<file path="config.mk">
export PLATFORM = sky130hd
export DESIGN_NAME = sd_read_arbiter
export DESIGN_NICKNAME = d
export VERILOG_FILES = /design/src/rtl/sd_read_arbiter.sv
export SDC_FILE = /design/constraint.sdc
export NUM_CORES = 1
export LEC_CHECK = 0
export CAP_MARGIN = 0
export CELL_PAD_IN_SITES_DETAIL_PLACEMENT = 1
export CELL_PAD_IN_SITES_GLOBAL_PLACEMENT = 1
export CORE_MARGIN = 2
export CORE_UTILIZATION = 34
export DETAILED_ROUTE_END_ITERATION = 16
export GPL_TIMING_DRIVEN = 0
export HOLD_SLACK_MARGIN = 0.02
export PLACE_DENSITY = 0.85
export SKIP_CTS_REPAIR_TIMING = 1
export SLEW_MARGIN = 20
export SYNTH_ARGS = -nofsm -noshare
export SYNTH_HDL_FRONTEND = slang
export SYNTH_SLANG_ARGS = --single-unit
</file>
<file path="constraint.sdc">
create_clock -name clk -period 2.2 [get_ports clk]
set_input_delay 0.44 -clock clk [delete_from_list [all_inputs] [get_ports clk]]
set_output_delay 0.44 -clock clk [all_outputs]
set_load 0.01 [all_outputs]
</file>
<file path="src/rtl/sd_read_arbiter.sv">
// sd_read_arbiter: round-robin sharing of the sd_card single-sector read port among four requesters.
// Revision 1.0
`timescale 1ns/1ps
`default_nettype none

module sd_read_arbiter #(
  parameter int          HOLD    = 32,
  parameter logic [23:0] TIMEOUT = 24'hFFFFFF
) (
  input  logic         clk,
  input  logic         rst_n,
  input  logic [3:0]   req,
  input  logic [127:0] req_sec,
  output logic [3:0]   grant,
  output logic         busy,
  output logic [3:0]   done,
  output logic [3:0]   err,
  output logic [7:0]   rd_data,
  output logic [3:0]   rd_valid,
  output logic [8:0]   rd_idx,
  input  logic         sd_init,
  output logic [31:0]  sd_sec,
  output logic         sd_read,
  input  logic [7:0]   sd_data,
  input  logic         sd_valid,
  input  logic         sd_read_done
);

  localparam int HW = $clog2(HOLD + 1);

  typedef enum logic [2:0] {
    S_WAIT_INIT = 3'd0,
    S_IDLE      = 3'd1,
    S_ISSUE     = 3'd2,
    S_XFER      = 3'd3,
    S_FINISH    = 3'd4,
    S_RECOVER   = 3'd5
  } state_t;

  state_t          state_q, state_d;
  logic [1:0]      init_sync_q, valid_sync_q, rdone_sync_q;
  logic            valid_prev_q;
  logic [1:0]      ptr_q, ptr_d;
  logic [3:0]      grant_q, grant_d;
  logic [31:0]     sec_q, sec_d;
  logic [HW-1:0]   hold_q, hold_d;
  logic [23:0]     tmo_q, tmo_d;
  logic [9:0]      nidx_q, nidx_d;
  logic [8:0]      rd_idx_q, rd_idx_d;
  logic [7:0]      rd_data_q, rd_data_d;
  logic [3:0]      rd_valid_q, rd_valid_d;
  logic [3:0]      done_q, done_d;
  logic [3:0]      err_q, err_d;

  logic            init_s, rdone_s, byte_ev, active, accept, tmo_hit, found;
  logic [1:0]      win, idx;

  // sd_card status lines come from the SD_clk domain.
  always_ff @(posedge clk or negedge rst_n) begin
    if (!rst_n) begin
      init_sync_q  <= '0;
      valid_sync_q <= '0;
      rdone_sync_q <= '0;
      valid_prev_q <= 1'b0;
    end else begin
      init_sync_q  <= {init_sync_q[0], sd_init};
      valid_sync_q <= {valid_sync_q[0], sd_valid};
      rdone_sync_q <= {rdone_sync_q[0], sd_read_done};
      valid_prev_q <= valid_sync_q[1];
    end
  end

  assign init_s  = init_sync_q[1];
  assign rdone_s = rdone_sync_q[1];
  assign byte_ev = valid_sync_q[1] & ~valid_prev_q;
  assign active  = (state_q == S_ISSUE) || (state_q == S_XFER) || (state_q == S_FINISH);
  assign tmo_hit = active && (tmo_q == TIMEOUT - 24'd1);
  // nidx_q[9] marks a full sector, so rd_idx can never wrap back to 0.
  assign accept  = byte_ev && !nidx_q[9] && ((state_q == S_ISSUE) || (state_q == S_XFER));

  always_comb begin
    state_d    = state_q;
    ptr_d      = ptr_q;
    grant_d    = grant_q;
    sec_d      = sec_q;
    hold_d     = hold_q;
    tmo_d      = tmo_q;
    nidx_d     = nidx_q;
    rd_idx_d   = rd_idx_q;
    rd_data_d  = rd_data_q;
    rd_valid_d = '0;
    done_d     = '0;
    err_d      = '0;
    found      = 1'b0;
    win        = 2'd0;
    idx        = 2'd0;

    for (int k = 0; k < 4; k++) begin
      idx = ptr_q + 2'(k);
      if (!found && req[idx]) begin
        found = 1'b1;
        win   = idx;
      end
    end

    if (active && (tmo_q != 24'hFFFFFF)) tmo_d = tmo_q + 24'd1;

    if (accept) begin
      rd_valid_d = grant_q;
      rd_data_d  = sd_data;
      rd_idx_d   = nidx_q[8:0];
      nidx_d     = nidx_q + 10'd1;
    end

    case (state_q)
      S_WAIT_INIT: if (init_s) state_d = S_IDLE;
      S_IDLE: begin
        if (!init_s) begin
          state_d = S_WAIT_INIT;
        end else if (found) begin
          grant_d  = 4'b0001 << win;
          sec_d    = req_sec[{win, 5'd0} +: 32];
          ptr_d    = win + 2'd1;
          rd_idx_d = '0;
          nidx_d   = '0;
          tmo_d    = '0;
          hold_d   = '0;
          state_d  = S_ISSUE;
        end
      end
      S_ISSUE: begin
        hold_d = hold_q + 1'b1;
        if (hold_q == HW'(HOLD - 1)) begin
          hold_d  = '0;
          state_d = nidx_d[9] ? S_FINISH : S_XFER;
        end
      end
      S_XFER: if (nidx_d[9]) state_d = S_FINISH;
      S_FINISH: begin
        if (rdone_s) begin
          done_d  = grant_q;
          grant_d = '0;
          hold_d  = '0;
          state_d = S_RECOVER;
        end
      end
      S_RECOVER: begin
        hold_d = hold_q + 1'b1;
        if (hold_q == HW'(HOLD - 1)) begin
          hold_d  = '0;
          state_d = S_IDLE;
        end
      end
      default: state_d = S_WAIT_INIT;
    endcase

    // A completion seen in the same cycle as the timeout wins.
    if (tmo_hit && !((state_q == S_FINISH) && rdone_s)) begin
      err_d   = grant_q;
      grant_d = '0;
      hold_d  = '0;
      state_d = S_RECOVER;
    end
  end

  always_ff @(posedge clk or negedge rst_n) begin
    if (!rst_n) begin
      state_q    <= S_WAIT_INIT;
      ptr_q      <= '0;
      grant_q    <= '0;
      sec_q      <= '0;
      hold_q     <= '0;
      tmo_q      <= '0;
      nidx_q     <= '0;
      rd_idx_q   <= '0;
      rd_data_q  <= '0;
      rd_valid_q <= '0;
      done_q     <= '0;
      err_q      <= '0;
    end else begin
      state_q    <= state_d;
      ptr_q      <= ptr_d;
      grant_q    <= grant_d;
      sec_q      <= sec_d;
      hold_q     <= hold_d;
      tmo_q      <= tmo_d;
      nidx_q     <= nidx_d;
      rd_idx_q   <= rd_idx_d;
      rd_data_q  <= rd_data_d;
      rd_valid_q <= rd_valid_d;
      done_q     <= done_d;
      err_q      <= err_d;
    end
  end

  assign grant    = grant_q;
  assign busy     = active;
  assign done     = done_q;
  assign err      = err_q;
  assign rd_data  = rd_data_q;
  assign rd_valid = rd_valid_q;
  assign rd_idx   = rd_idx_q;
  assign sd_sec   = sec_q;
  assign sd_read  = (state_q == S_ISSUE);

endmodule

`default_nettype wire
</file>
==> results of run 1 <==
-- final timing paths --
check,cells after the start,end,slack (ps)
setup / recovery,7,tmo_q[21],70
hold / removal,0,rdone_sync_q[1],340
setup reg to reg,7,tmo_q[21],70
hold reg to reg,0,rdone_sync_q[1],340
max in group asynchronous,3,state_q[2],940
min in group asynchronous,2,nidx_q[7],560
-- cell families (layout without fill, tap and decap cells) --
| group | count (synthesis) | in the layout |
|---|---|---|
| other | 0 | 1 |
| XOR/XNOR | 20 | 20 |
| buffers and inverters | 49 | 296 |
| adder cells (fa/ha/maj) | 8 | 8 |
| multiplexers | 73 | 73 |
| AND/OR/NAND/NOR | 237 | 237 |
| AO/OA/AOI/OAI | 96 | 96 |
| flip-flops | 117 | 117 |
-- critical path, cell delays in order (launching register included) --
cell and delay, ps:
dfrtp_1 380, buf_4 180, nor3b_4 270, buf_4 160, o2111ai_2 170, a21o_4 270
or4_1 410, a21oi_1 200
-- stage by stage --
stage               power (W)  setup WS [ps]
finish                0.00986           73.9
global route           0.0104          -24.2
CTS                   0.00982           -376
detailed placement    0.00695           -793
global placement      0.00679          -4040
floorplan             0.00510            315
-- state kept, by name, summed over array words and instances, names as in the netlist --
| signal | cells |
|---|---|
| grant | 4 |
| done | 4 |
| hold_q | 6 |
| tmo_q | 24 |
| state_q | 3 |
| err | 4 |
| rdone_sync_q | 2 |
| valid_prev_q | 1 |
| valid_sync_q | 2 |
| rd_data | 8 |
| rd_idx | 9 |
| init_sync_q | 2 |
| sd_sec | 32 |
| nidx_q | 10 |
| rd_valid | 4 |
| ptr_q | 2 |
-- power by group through the flow --
stage / Combinational [W] / Sequential, W / Clock [W]
after floorplan: 0.00177 / 0.00334 / 0
after global placement: 0.00360 / 0.00319 / 0
after detailed placement: 0.00372 / 0.00324 / 0
after CTS: 0.00380 / 0.00323 / 0.00279
after global routing: 0.00419 / 0.00334 / 0.00288
final: 0.00386 / 0.00325 / 0.00275
-- synthesized netlist by cell type (all sizes together) (2+ instances only) --
master	count
nor3	10
buf	17
a211oi	4
and3b	2
and2	12
nand2	106
nor2b	9
o31ai	4
ha	8
a21oi	25
o21a	2
xnor2	17
nand4	6
and4b	2
clkbuf	19
nor3b	3
nand3	13
nand2b	2
xor2	3
a31oi	2
nor2	40
mux2i	73
o311ai	2
or4	4
nand3b	3
inv	13
nor4	8
or3	3
and3	6
a21o	2
o21ai	13
o221ai	32
dfrtp	117
o2111ai	2
and4	4
-- area by class of cell --
class / count / area, um2
Multi-Input combinational cell: 434 / 2920
Clock buffer: 23 / 478
Antenna cell: 1 / 2.50
Timing Repair Buffer: 217 / 2200
Tap cell: 225 / 282
Fill cell: 1924 / 8150
Sequential cell: 117 / 2930
Inverter: 13 / 48.8
Clock inverter: 8 / 100
Buffer: 35 / 193
-- layout by cell type (no fill, tap or decap), types with 4 or more instances in the layout --
master / count
a211oi_1: 4
a21oi_1: 25
and2_1: 12
and3_1: 6
buf_2: 5
buf_4: 8
clkbuf_1: 15
clkbuf_16: 17
clkbuf_2: 8
clkbuf_4: 4
clkdlybuf4s50_1: 204
clkinvlp_4: 4
dfrtp_1: 115
dlymetal6s2s_1: 6
ha_1: 8
inv_1: 13
mux2i_1: 73
nand2_1: 106
nand3_1: 13
nand4_1: 6
nor2_1: 37
nor2b_1: 9
nor3_1: 10
nor4_1: 6
o21ai_0: 12
o221ai_1: 32
o31ai_1: 4
or4_1: 4
xnor2_1: 17
-- per-layer routing --
layer  vias to the layer above  track usage (%)
met1                      2820             26.4
met5                         -                0
met3                        30             6.89
met4                         0             6.41
li1                       2614                -
met2                       185             38.4
==> metrics.md, run 1 <==
| Metric | Value |
|---|---|
| Reg power frac | 32.9% |
| Post-Synth Adder-Cell Area | 1.66% |
| Setup CP Type | register to register |
| Gpl congestion | 0.812 |
| PD cells | 1080 mW/mm2 |
| Hold_ws | 339 ps |
| Yosys reg bits | 117 |
| Final Hold Violating Endpoints | 0 |
| Antenna violations before repair | 1 |
| Switching portion of total power | 35.1% |
| Worst r2r src | state_q[1] |
| Crit path from | state_q[1] |
| Outcome | completed |
| Final TNS setup | 0 ps |
| Net Count, Synth | 753 |
| Post-route non-filler standard cell count | 1,073 |
| Worst slew pin tran | 635 ps |
| Die area | 0.0188 mm2 |
| I/O pins | 212 |
| Int Power | 0.00640 W |
| Chip Height | 137 um |
| Share of post-route cells with drive strength above 1 | 8.74% |
| H-tree depth | 4 |
| Clock root buffer | clkbuf_16 |
| Die Width | 137 um |
| Port bufs | 211 |
| Post-place instance area | 0.00844 mm2 |
| Min Tclk post-route | 2130 ps |
| Worst Path Max Fanout | 10 |
| Post-synthesis xor/xnor area fraction | 2.91% |
| Clk pwr share | 27.9% |
| Largest cells by area after synthesis | dfrtp_1 (49%), mux2i_1 (12%), nand2_1 (6.6%) |
| Final Skew | 12.1 ps |
| Max Clock Freq | 470 MHz |
| First-pass GRT wire length | 31,600 um |
| Antenna-violating nets left | 0 |
| DR vias | 5,649 |
| Core Area | 0.0173 mm2 |
| Row cnt | 48 |
| EDFF count, synth | 0 |
| DP HPWL | 14,500 um |
| Drt pass-1 iters | 5 |
| Cells after Synth | 600 |
| Met2 Wirelength | 10,900 um |
| # clock sinks | 117 |
| DRT iter0 DRCs | 185 |
| Clk slew on worst S/H paths | 60 ps |
| Logic pwr share | 39.1% |
| Pleak | 4.15 nW |
| CTS tree | done |
| Routed wl met3 | 1320 um |
| Asr flop ratio synth | 100% |
| Starting Density | 34.8% |
| Leading area contributor after synthesis | dfrtp_1 |
| Synthesis Warnings | 0 |
| Max Slew Vio Count | 0 |
| Placed Cells | 1,037 |
| CP startpoint kind | register |
| Worst Hold Class | register to register |
| Crit path arrival time | 2460 ps |
| Worst-Skew Late Latency | 430 ps |
| WP data required | 2530 ps |
| Final setup viols | 0 |
| Main synth FF type | dfrtp_1 |
| Detailed Route WL | 20,900 um |
| Largest net degree at the start of global routing | 62 |
| Seq/Total Area, Yosys | 48.6% |
| Mapped Avg Cell Area | 10.0 um2 |
| Max Cap Viol | 0 |
| GRT Resource Usage Total | 22.2% |
| Yosys cell types | 57 |
| Critical path endpoint category | register |
| Area of the mapped netlist | 0.00602 mm2 |
| VDD IR-drop max | 637 uV |
| Mux cell area share after synthesis | 12.1% |
| Detailed-route DRC error count | 0 |
| Routed len/inst | 19.5 um |
| Finished Cell Area | 0.00915 mm2 |
| Sw power | 0.00346 W |
| GRT Residual Overflow | 0 |
| Main combinational cell family by area after synthesis | simple AND/OR/NAND/NOR gates |
| Compound-Gate Fraction of Synth Area | 11.8% |
| Hold_sp | rdone_sync_q[0] |
| Post-synthesis simple-gate area fraction | 19.2% |
| Clock Tree Buf Depth | 2 |
| Synth top area share | 48.6% |
| P&R area growth vs syn | 51.9% |
| Via density | 5.26 |
| Crit share post-route | 96.6% |
| Layout Utilization | 52.9% |
| Top Metal Used | met4 |
| Wire length on met1 | 8300 um |
| Nets | 988 |
| Max-slew headroom at the worst pin | 57.7% |
| Vias in the first global route | 5,832 |
| TritonCTS buffer count | 17 |
No activity file was read; power rests on OpenSTA's default activity.
==> inputs of run 2 (changes only) <==
CORE_MARGIN = 5   (was 2)
PLACE_DENSITY = not set   (was 0.85)
PLACE_DENSITY_LB_ADDON = 0.1   (was not set)
==> metrics.md, run 2 (same netlist as run 1, synthesis figures left out) <==
| Metric | Value |
|---|---|
| WP data required | 1760 ps |
| Clk slew on worst S/H paths | 50 ps |
| Chip Height | 143 um |
| Int Power | 0.00674 W |
| Final Hold Violating Endpoints | 0 |
| Most common cell after layout, fill and taps aside | clkdlybuf4s50_1 |
| Crit share post-route | 94.9% |
| Vias in the first global route | 6,139 |
| Routed len/inst | 18.9 um |
| Most frequent cells in the layout | clkdlybuf4s50_1 (204), dfrtp_1 (116), nand2_1 (106) |
| TritonCTS buffer count | 17 |
| Max-slew headroom at the worst pin | 59.7% |
| # clock sinks | 117 |
| P&R area growth vs syn | 52.6% |
| Antenna violations before repair | 4 |
| Gpl congestion | 0.804 |
| Final TNS setup | 0 ps |
| Wire length on met1 | 7970 um |
| DP HPWL | 15,500 um |
| Row cnt | 48 |
| Final Skew | 7.08 ps |
| Worst Hold Class | register to register |
| Logic pwr share | 37.6% |
| Share of post-route cells with drive strength above 1 | 8.40% |
| VDD IR-drop max | 621 uV |
| Top Metal Used | met5 |
| GRT Resource Usage Total | 19.6% |
| Via density | 5.13 |
| Setup CP Type | register to output pin |
| Core Area | 0.0174 mm2 |
| Drt pass-1 iters | 4 |
| Detailed Route WL | 20,300 um |
| Max Clock Freq | 479 MHz |
| Final setup viols | 0 |
| Largest net degree at the start of global routing | 65 |
| GRT Residual Overflow | 0 |
| Routed wl met3 | 1350 um |
| Max Cap Viol | 0 |
| Pleak | 4.19 nW |
| Worst Path Max Fanout | 7 |
| First-pass GRT wire length | 31,700 um |
| DR vias | 5,500 |
| H-tree depth | 4 |
| Met2 Wirelength | 10,700 um |
| DRT iter0 DRCs | 187 |
| Nets | 986 |
| Clock Tree Buf Depth | 2 |
| Unrepaired setup endpoints after global routing | true |
| Worst-Skew Late Latency | 420 ps |
| Reg power frac | 32.0% |
| PD cells | 1090 mW/mm2 |
| Detailed-route DRC error count | 0 |
| Outcome | completed |
| Clock root buffer | clkbuf_16 |
| Largest register FFs | 32 |
| CTS tree | done |
| Die area | 0.0205 mm2 |
| Clk pwr share | 30.4% |
| Worst slew pin tran | 604 ps |
| Sw power | 0.00329 W |
| CP startpoint kind | register |
| Port bufs | 211 |
| Switching portion of total power | 32.8% |
| Crit path arrival time | 1650 ps |
| Starting Density | 34.7% |
| Hold_ws | 347 ps |
| I/O pins | 212 |
| Min Tclk post-route | 2090 ps |
| Die Width | 143 um |
| Critical path endpoint category | output pin |
| Antenna-violating nets left | 0 |
| Max Slew Vio Count | 0 |
==> run 2: per-layer routing <==
layer | vias to the layer above | track usage [%]
met5 | - | 0
met4 | 2 | 5.60
met3 | 25 | 6.26
met2 | 159 | 35.0
met1 | 2712 | 22.6
li1 | 2602 | -
==> run 2: path summary, 6_finish.rpt <==
path | startpoint | to | slack, ps | cells after the start
max in group asynchronous | rst_n | init_sync_q[0] | 930 | 3
hold / removal | valid_sync_q[0] | valid_sync_q[1] | 350 | 0
min in group asynchronous | rst_n | rd_idx[2] | 550 | 2
setup / recovery | state_q[2] | busy | 110 | 4
setup reg to reg | state_q[2] | sd_sec[10] | 150 | 6
hold reg to reg | valid_sync_q[0] | valid_sync_q[1] | 350 | 0
==> run 2: cell type report <==
type	count	area (um2)
Buffer	35	191
Clock buffer	22	474
Antenna cell	3	7.51
Fill cell	1883	8170
Inverter	13	48.8
Sequential cell	117	2930
Tap cell	225	282
Clock inverter	9	174
Timing Repair Buffer	215	2180
Multi-Input combinational cell	434	2900
==> run 2: power by group through the flow <==
stage / clock network (W) / logic, W / registers, W
after detailed placement: 0 / 0.00373 / 0.00323
after global routing: 0.00320 / 0.00411 / 0.00330
final: 0.00305 / 0.00377 / 0.00321
after global placement: 0 / 0.00362 / 0.00319
after CTS: 0.00310 / 0.00377 / 0.00321
after floorplan: 0 / 0.00177 / 0.00334
==> run 2: worst max-delay path, stage by stage, from the launching register on <==
cell and delay (ps):
dfrtp_1 510, and2b_2 310, nor2_1 150, inv_1 90
dlymetal6s2s_1 170
==> run 2: metrics by stage <==
stage                     setup slack [ps]  instances  area (um2)  power (W)  util [%]
after global routing                 -4.36       1072        9190     0.0106      52.9
after floorplan                        315        600        6020    0.00510         -
final                                  112       1073        9190     0.0100      53.0
after detailed placement              -798       1037        8440    0.00696      48.7
after CTS                             -371       1068        9090     0.0101      52.4
after global placement               -4010       1036        8420    0.00681      48.5
